--- src/rtl/axi4_master_pkg.sv ---
// Shared types and helpers for axi4_burst_master: FSM state encoding,
// AXI response codes, and the AxSIZE / response-merge helper functions.
package axi4_master_pkg;

    typedef enum logic [2:0] {
        ST_IDLE = 3'd0,
        ST_AW   = 3'd1,
        ST_W    = 3'd2,
        ST_B    = 3'd3,
        ST_AR   = 3'd4,
        ST_R    = 3'd5,
        ST_DONE = 3'd6
    } state_e;

    localparam logic [1:0] RESP_OKAY   = 2'b00;
    localparam logic [1:0] RESP_SLVERR = 2'b10;

    // AxSIZE code for a full-width beat: log2(bytes per beat).
    function automatic logic [2:0] size_of(input int data_width);
        return 3'($clog2(data_width / 8));
    endfunction

    // Worst-of merge for accumulated responses (higher code is worse).
    function automatic logic [1:0] resp_max(input logic [1:0] a, input logic [1:0] b);
        return (a > b) ? a : b;
    endfunction

endpackage

--- src/rtl/axi4_burst_master.sv ---
// Single-outstanding AXI4 INCR burst master with a simple command / stream
// front end. One write (AW->W->B) or read (AR->R) burst at a time; completion
// is signalled by a one-cycle done pulse carrying the burst response.
// Optional build macro AXI4M_4K_CHECK_EN: commands that are misaligned or
// would cross a 4 KB boundary are rejected with SLVERR instead of issued.
//
// Handshake rule for every channel here: a transfer happens on the rising
// ACLK edge where VALID and READY are both high; a source that raises VALID
// keeps it and its payload stable until that edge, and READY may depend on
// VALID but VALID never waits on READY.
module axi4_burst_master
    import axi4_master_pkg::*;
#(
    parameter int DATA_WIDTH = 32,
    parameter int ADDR_WIDTH = 16
) (
    input  logic                  ACLK,
    input  logic                  ARESETn,
    // command front end
    input  logic                  cmd_valid,
    output logic                  cmd_ready,
    input  logic                  cmd_write,
    input  logic [ADDR_WIDTH-1:0] cmd_addr,
    input  logic [7:0]            cmd_len,
    // write stream
    input  logic [DATA_WIDTH-1:0] wr_data,
    input  logic                  wr_valid,
    output logic                  wr_ready,
    // read stream
    output logic [DATA_WIDTH-1:0] rd_data,
    output logic                  rd_valid,
    input  logic                  rd_ready,
    output logic                  rd_last,
    // completion
    output logic                  done,
    output logic [1:0]            done_resp,
    // AXI4 write address
    output logic [ADDR_WIDTH-1:0] AWADDR,
    output logic [7:0]            AWLEN,
    output logic [2:0]            AWSIZE,
    output logic                  AWVALID,
    input  logic                  AWREADY,
    // AXI4 write data
    output logic [DATA_WIDTH-1:0] WDATA,
    output logic                  WLAST,
    output logic                  WVALID,
    input  logic                  WREADY,
    // AXI4 write response
    input  logic [1:0]            BRESP,
    input  logic                  BVALID,
    output logic                  BREADY,
    // AXI4 read address
    output logic [ADDR_WIDTH-1:0] ARADDR,
    output logic [7:0]            ARLEN,
    output logic [2:0]            ARSIZE,
    output logic                  ARVALID,
    input  logic                  ARREADY,
    // AXI4 read data
    input  logic [DATA_WIDTH-1:0] RDATA,
    input  logic [1:0]            RRESP,
    input  logic                  RLAST,
    input  logic                  RVALID,
    output logic                  RREADY,
    // debug view of the FSM
    output state_e                dbg_state
);

    localparam logic [2:0] AXI_SIZE = size_of(DATA_WIDTH);
    localparam int         BYTES    = DATA_WIDTH / 8;

    state_e                state_q;
    logic [ADDR_WIDTH-1:0] addr_q;
    logic [7:0]            len_q;
    logic [7:0]            beat_cnt;
    logic [1:0]            resp_acc;
    logic                  awvalid_q;
    logic                  arvalid_q;
    logic                  bready_q;
    logic                  done_q;
    logic [1:0]            done_resp_q;

    logic                  in_w;
    logic                  in_r;
    logic                  w_hs;
    logic                  r_hs;
    logic                  at_last;
    logic                  len_err;
    logic [1:0]            r_acc_next;
    logic                  cmd_bad;

    assign in_w    = (state_q == ST_W);
    assign in_r    = (state_q == ST_R);
    assign at_last = (beat_cnt == len_q);

    // Front end and address channels come straight from state / registers.
    assign cmd_ready = (state_q == ST_IDLE);
    assign AWADDR    = addr_q;
    assign AWLEN     = len_q;
    assign AWSIZE    = AXI_SIZE;
    assign AWVALID   = awvalid_q;
    assign ARADDR    = addr_q;
    assign ARLEN     = len_q;
    assign ARSIZE    = AXI_SIZE;
    assign ARVALID   = arvalid_q;
    assign BREADY    = bready_q;
    assign done      = done_q;
    assign done_resp = done_resp_q;
    assign dbg_state = state_q;

    // Write beats pass straight through, but only while in the W state so no
    // data can leak onto W before the AW handshake has completed.
    assign WVALID   = in_w & wr_valid;
    assign wr_ready = in_w & WREADY;
    assign WDATA    = in_w ? wr_data : '0;
    assign WLAST    = in_w & at_last;
    assign w_hs     = WVALID & WREADY;

    // Read beats mirror the R channel with no added latency.
    assign rd_valid = in_r & RVALID;
    assign RREADY   = in_r & rd_ready;
    assign rd_data  = in_r ? RDATA : '0;
    assign rd_last  = in_r & RLAST;
    assign r_hs     = rd_valid & rd_ready;

    // A burst whose RLAST disagrees with the requested length is an error,
    // but we still wait for the slave's RLAST before completing.
    assign len_err    = RLAST ? !at_last : at_last;
    assign r_acc_next = len_err ? RESP_SLVERR : resp_max(resp_acc, RRESP);

`ifdef AXI4M_4K_CHECK_EN
    logic [31:0] addr_ext;
    logic [31:0] burst_end;
    assign addr_ext  = 32'(cmd_addr);
    assign burst_end = (addr_ext & 32'h0000_0FFF)
                     + ((32'(cmd_len) + 32'd1) * 32'(BYTES)) - 32'd1;
    assign cmd_bad   = (burst_end > 32'h0000_0FFF)
                     || ((addr_ext & 32'(BYTES - 1)) != 32'd0);
`else
    assign cmd_bad = 1'b0;
`endif

    // Transaction FSM: sequences one burst and owns all registered outputs.
    always_ff @(posedge ACLK or negedge ARESETn) begin
        if (!ARESETn) begin
            state_q     <= ST_IDLE;
            addr_q      <= '0;
            len_q       <= '0;
            beat_cnt    <= '0;
            resp_acc    <= RESP_OKAY;
            awvalid_q   <= 1'b0;
            arvalid_q   <= 1'b0;
            bready_q    <= 1'b0;
            done_q      <= 1'b0;
            done_resp_q <= RESP_OKAY;
        end else begin
            done_q <= 1'b0;
            case (state_q)
                ST_IDLE: begin
                    if (cmd_valid) begin
                        addr_q   <= cmd_addr;
                        len_q    <= cmd_len;
                        beat_cnt <= '0;
                        resp_acc <= RESP_OKAY;
                        if (cmd_bad) begin
                            resp_acc    <= RESP_SLVERR;
                            done_q      <= 1'b1;
                            done_resp_q <= RESP_SLVERR;
                            state_q     <= ST_DONE;
                        end else if (cmd_write) begin
                            awvalid_q <= 1'b1;
                            state_q   <= ST_AW;
                        end else begin
                            arvalid_q <= 1'b1;
                            state_q   <= ST_AR;
                        end
                    end
                end
                ST_AW: begin
                    if (AWREADY) begin
                        awvalid_q <= 1'b0;
                        state_q   <= ST_W;
                    end
                end
                ST_W: begin
                    if (w_hs) begin
                        beat_cnt <= beat_cnt + 8'd1;
                        if (at_last) begin
                            bready_q <= 1'b1;
                            state_q  <= ST_B;
                        end
                    end
                end
                ST_B: begin
                    if (BVALID) begin
                        bready_q    <= 1'b0;
                        resp_acc    <= BRESP;
                        done_q      <= 1'b1;
                        done_resp_q <= BRESP;
                        state_q     <= ST_DONE;
                    end
                end
                ST_AR: begin
                    if (ARREADY) begin
                        arvalid_q <= 1'b0;
                        state_q   <= ST_R;
                    end
                end
                ST_R: begin
                    if (r_hs) begin
                        beat_cnt <= beat_cnt + 8'd1;
                        resp_acc <= r_acc_next;
                        if (RLAST) begin
                            done_q      <= 1'b1;
                            done_resp_q <= r_acc_next;
                            state_q     <= ST_DONE;
                        end
                    end
                end
                ST_DONE: begin
                    state_q <= ST_IDLE;
                end
                default: begin
                    state_q <= ST_IDLE;
                end
            endcase
        end
    end

endmodule
--- config.mk ---
export PLATFORM = sky130hd
export DESIGN_NAME = axi4_burst_master
export DESIGN_NICKNAME = d
export VERILOG_FILES = /design/src/rtl/axi4_master_pkg.sv /design/src/rtl/axi4_burst_master.sv
export SDC_FILE = /design/constraint.sdc
export NUM_CORES = 1
export LEC_CHECK = 0
export CAP_MARGIN = 20
export CORE_MARGIN = 5
export CORE_UTILIZATION = 30
export DETAILED_ROUTE_END_ITERATION = 6
export PLACE_DENSITY = 0.78
export SETUP_SLACK_MARGIN = 0.2
export SLEW_MARGIN = 0
export SYNTH_ARGS = -nofsm -noshare
export SYNTH_HDL_FRONTEND = slang
export SYNTH_SLANG_ARGS = --single-unit
--- constraint.sdc ---
create_clock -name ACLK -period 1.45 [get_ports ACLK]
set_input_delay 0.3625 -clock ACLK [delete_from_list [all_inputs] [get_ports ACLK]]
set_output_delay 0.3625 -clock ACLK [all_outputs]
set_load 0.005 [all_outputs]
==> impl_results.md <==
* Comb pwr share at between 70% and 80%
* Synth Cell Area at roughly 0.0029 mm^2
* Area Overhead vs Synth at 161.2%
* Site Rows at 36
* Clk pwr share at a little under 7%
* LEAKAGE at between 3 and 4 nW
* Initial Util at 30.33%
* CP Cell Sequence: nor2b_4 > buf_6 > buf_12 > buf_12 > buf_8 > and3_4 > buf_6
* Worst Slack Setup Final at -602.6 ps
* Post-route ant nets at 0
* Peak VDD IR at roughly 1100 uV
* Ports at 238
* Largest net degree at the start of global routing at 44
* GRT Residual Overflow at 0
* Most frequent cells in the layout: buf_6 (141), clkdlybuf4s50_1 (102), and3_4 (70)
* Core ar. at between 0.009 and 0.01 mm^2
* Multi-input gate area at ~0.0023 mm^2
* Critical path class: register to output port
* GPL Wtd Cong at around 0.86
* Net Switching at 4.597 mW
* Int Pwr at approximately 7.3 mW
* Fillers at about 540
* Register bit total from synthesis at 43
* CTS root buffer: clkbuf_8
* Status: finished, violations left
* CP max stage cell: dfrtp_2
* Sequential share of power at 17.5%
* Post-synth ARST share at between 90% and 100%
* Clock Tree Buf Depth at 2
* Crit end category: output port
* Initial antenna violation count at 1
* Vias at 4277
* Min Tclk post-route at a little over 2000 ps
* MaxCap Viol Count at 0
* CTS tree: done
* Avg WL per Cell at between 20 and 25 um
* Worst hold slack at 3.687 ps
* Max FO, Critical Path at 5
* Hold Path Class: primary input to async pin
* Sequential fraction of the synthesis area at between 30 and 40%
* Hold Violations, Final at 0
* First-pass GRT wire length at roughly 23 mm
* Sink Count at 43
* Post-DP HPWL at 9.830 mm
* Die height at 108.5 um
* CP peak stage delay at ~450 ps
* Synth warn at 0
* Fin cells at 830
* Clock Latency Late Sink at between 300 and 400 ps
* Pwr Density at 1566 mW/mm^2
* Number of synthesized flops with an enable pin at 0
* Vias in the first global route at 4298
* Layout Skew at roughly 17 ps
* Total track usage at 25.66%
* Yosys top cell area share at roughly 37%
* CP Data Arrival Time at between 1500 and 2000 ps
* RSZ-0062 raised after global routing: true
* Nets@finish at 803
* Reg area at ~0.0011 mm^2
* Mapped Cells at around 370
* DRT Pass-1 Iters at 5
* Startpoint Class: register
* Most used DFF post-synth: dfrtp_1
* Fin crit share at 141.6%
* Synth cell types at 42
* Clock transition at path regs at approximately 100 ps
* Dpl cells at 743
* Cell taking the most area after synthesis: dfrtp_1
* Endpoints failing setup at 120
* Hold Buf Count CTS at 0
* WL final at around 18 mm
* Initial DRC Count at 196
* Fmax at about 0.5 GHz
* Top area cells in the synthesized netlist: dfrtp_1 (37%), and3_1 (16%), nand2_1 (11%)
* Number of vias per cell at 5.153
* H-tree depth at 2
* Port Buffers at 231
* Die area at roughly 0.012 mm^2
* Chip width at ~110 um
* Commonest non-fill, non-tap cell in the layout: buf_6
* Slew Limit Fails at 0
* Violated checks: negative setup slack
* CTS Buf Count at 5
* DRC violations left at 0
* Critical Path RT at roughly 1100 ps
* Synth Area per Inst at 7.973 um^2
* Sw Ratio at around two fifths
* Fraction of layout instances using a drive strength above 1 at about three fifths
-- cells in the mapped netlist, types with 2 or more instances --
library cell  instances
a31oi_1               3
nand2b_1              4
nor2b_1               2
nand3_1               6
a21oi_1               9
o21ai_0              14
xnor2_1               9
clkbuf_1             15
buf_6                 2
and3_1               73
nor2_1               16
and2_1                2
conb_1                2
nand2_1              84
buf_2                 4
mux2i_1               2
o21ai_2               2
nor3_1                2
nand4_1               4
buf_4                33
inv_1                 8
dfrtp_1              43
o31ai_1               4
ha_1                  4
-- timing repair --
action,CTS,global route
hold endpoints to repair,0,0
pin swaps,49,38
resized for setup,536,194
setup buffers,38,26
endpoints found under the setup margin,170,169
cloned,11,3
-- cells by family (layout without fill, tap and decap cells) --
logic type / after synthesis / count (layout) / synth area share [%]
simple gates: 198 / 198 / 33.92
buf+inv: 62 / 389 / 12.94
compound gates: 44 / 44 / 10.49
flops: 43 / 43 / 36.97
xor+xnor: 10 / 10 / 3.010
fa+ha+maj: 4 / 4 / 1.720
other cells: 2 / 7 / 0.2580
mux: 2 / 2 / 0.6879
-- per-layer routing --
layer,share of wire [%],vias to the layer above,track usage [%]
li1,-,1880,-
met1,34,2051,27.97
met2,52,266,45.81
met3,8.7,80,6.448
met4,5.2,0,13.07
met5,0,-,0
-- worst max-delay path, delay by kind of cell, from the launching register on --
kind | cells | cell delay [ps]
DFF | 1 | 450
and+or+nand+nor | 2 | 320
buffers and inverters | 5 | 610
-- sequential cells by signal (all words and copies together), names as in the netlist --
signal and cells:
ARLEN 8, BREADY 1, dbg_state 3, resp_acc 2, done 1, ARADDR 16
done_resp 2, beat_cnt 8, ARVALID 1, AWVALID 1
-- cell type report --
type	instances	share of cell area, %
multi-input combinational	264	29.62
clock buffer	5	0.9052
inverter	8	0.3950
clock inverter	3	0.3127
timing repair buffer	373	52.32
tap	133	2.189
sequential	43	14.22
antenna	1	0.03292
-- worst paths after layout --
kind	startpoint	slack (ps)	cells past startpoint	to
min	ARESETn	4	2	done
max in group asynchronous	ARESETn	1190	2	dbg_state[1]
min in group ACLK	ARADDR[7]	510	2	ARADDR[7]
max reg2reg	dbg_state[1]	-560	10	dbg_state[2]
max	dbg_state[1]	-600	7	wr_ready
min reg2reg	ARADDR[7]	510	2	ARADDR[7]
-- power groups by stage --
stage          combinational (mW)  sequential, mW  clock [mW]
6_report                     9.01            2.09       0.811
5_1_grt                      9.48            2.13       0.882
4_1_cts                      7.68            2.04       0.803
3_5_place_dp                 5.83            2.02           0
3_3_place_gp                 5.69            1.99           0
2_1_floorplan                2.91            2.05           0
-- stage by stage --
stage / cell area, um^2 / util [%] / setup TNS [ps] / worst slack (ps) / total power, mW
6_report: 7602 / 79.24 / -53870 / -602.6 / 11.91
5_1_grt: 7602 / 79.24 / -59370 / -643.2 / 12.50
4_1_cts: 7076 / 73.75 / -48620 / -568.9 / 10.52
3_5_place_dp: 5949 / 62.01 / -44600 / -595.7 / 7.855
3_3_place_gp: 5949 / 62.01 / -41990 / -528.0 / 7.688
2_1_floorplan: 3377 / - / -1593 / -51.04 / 4.957
No activity file was read; power rests on OpenSTA's default activity.
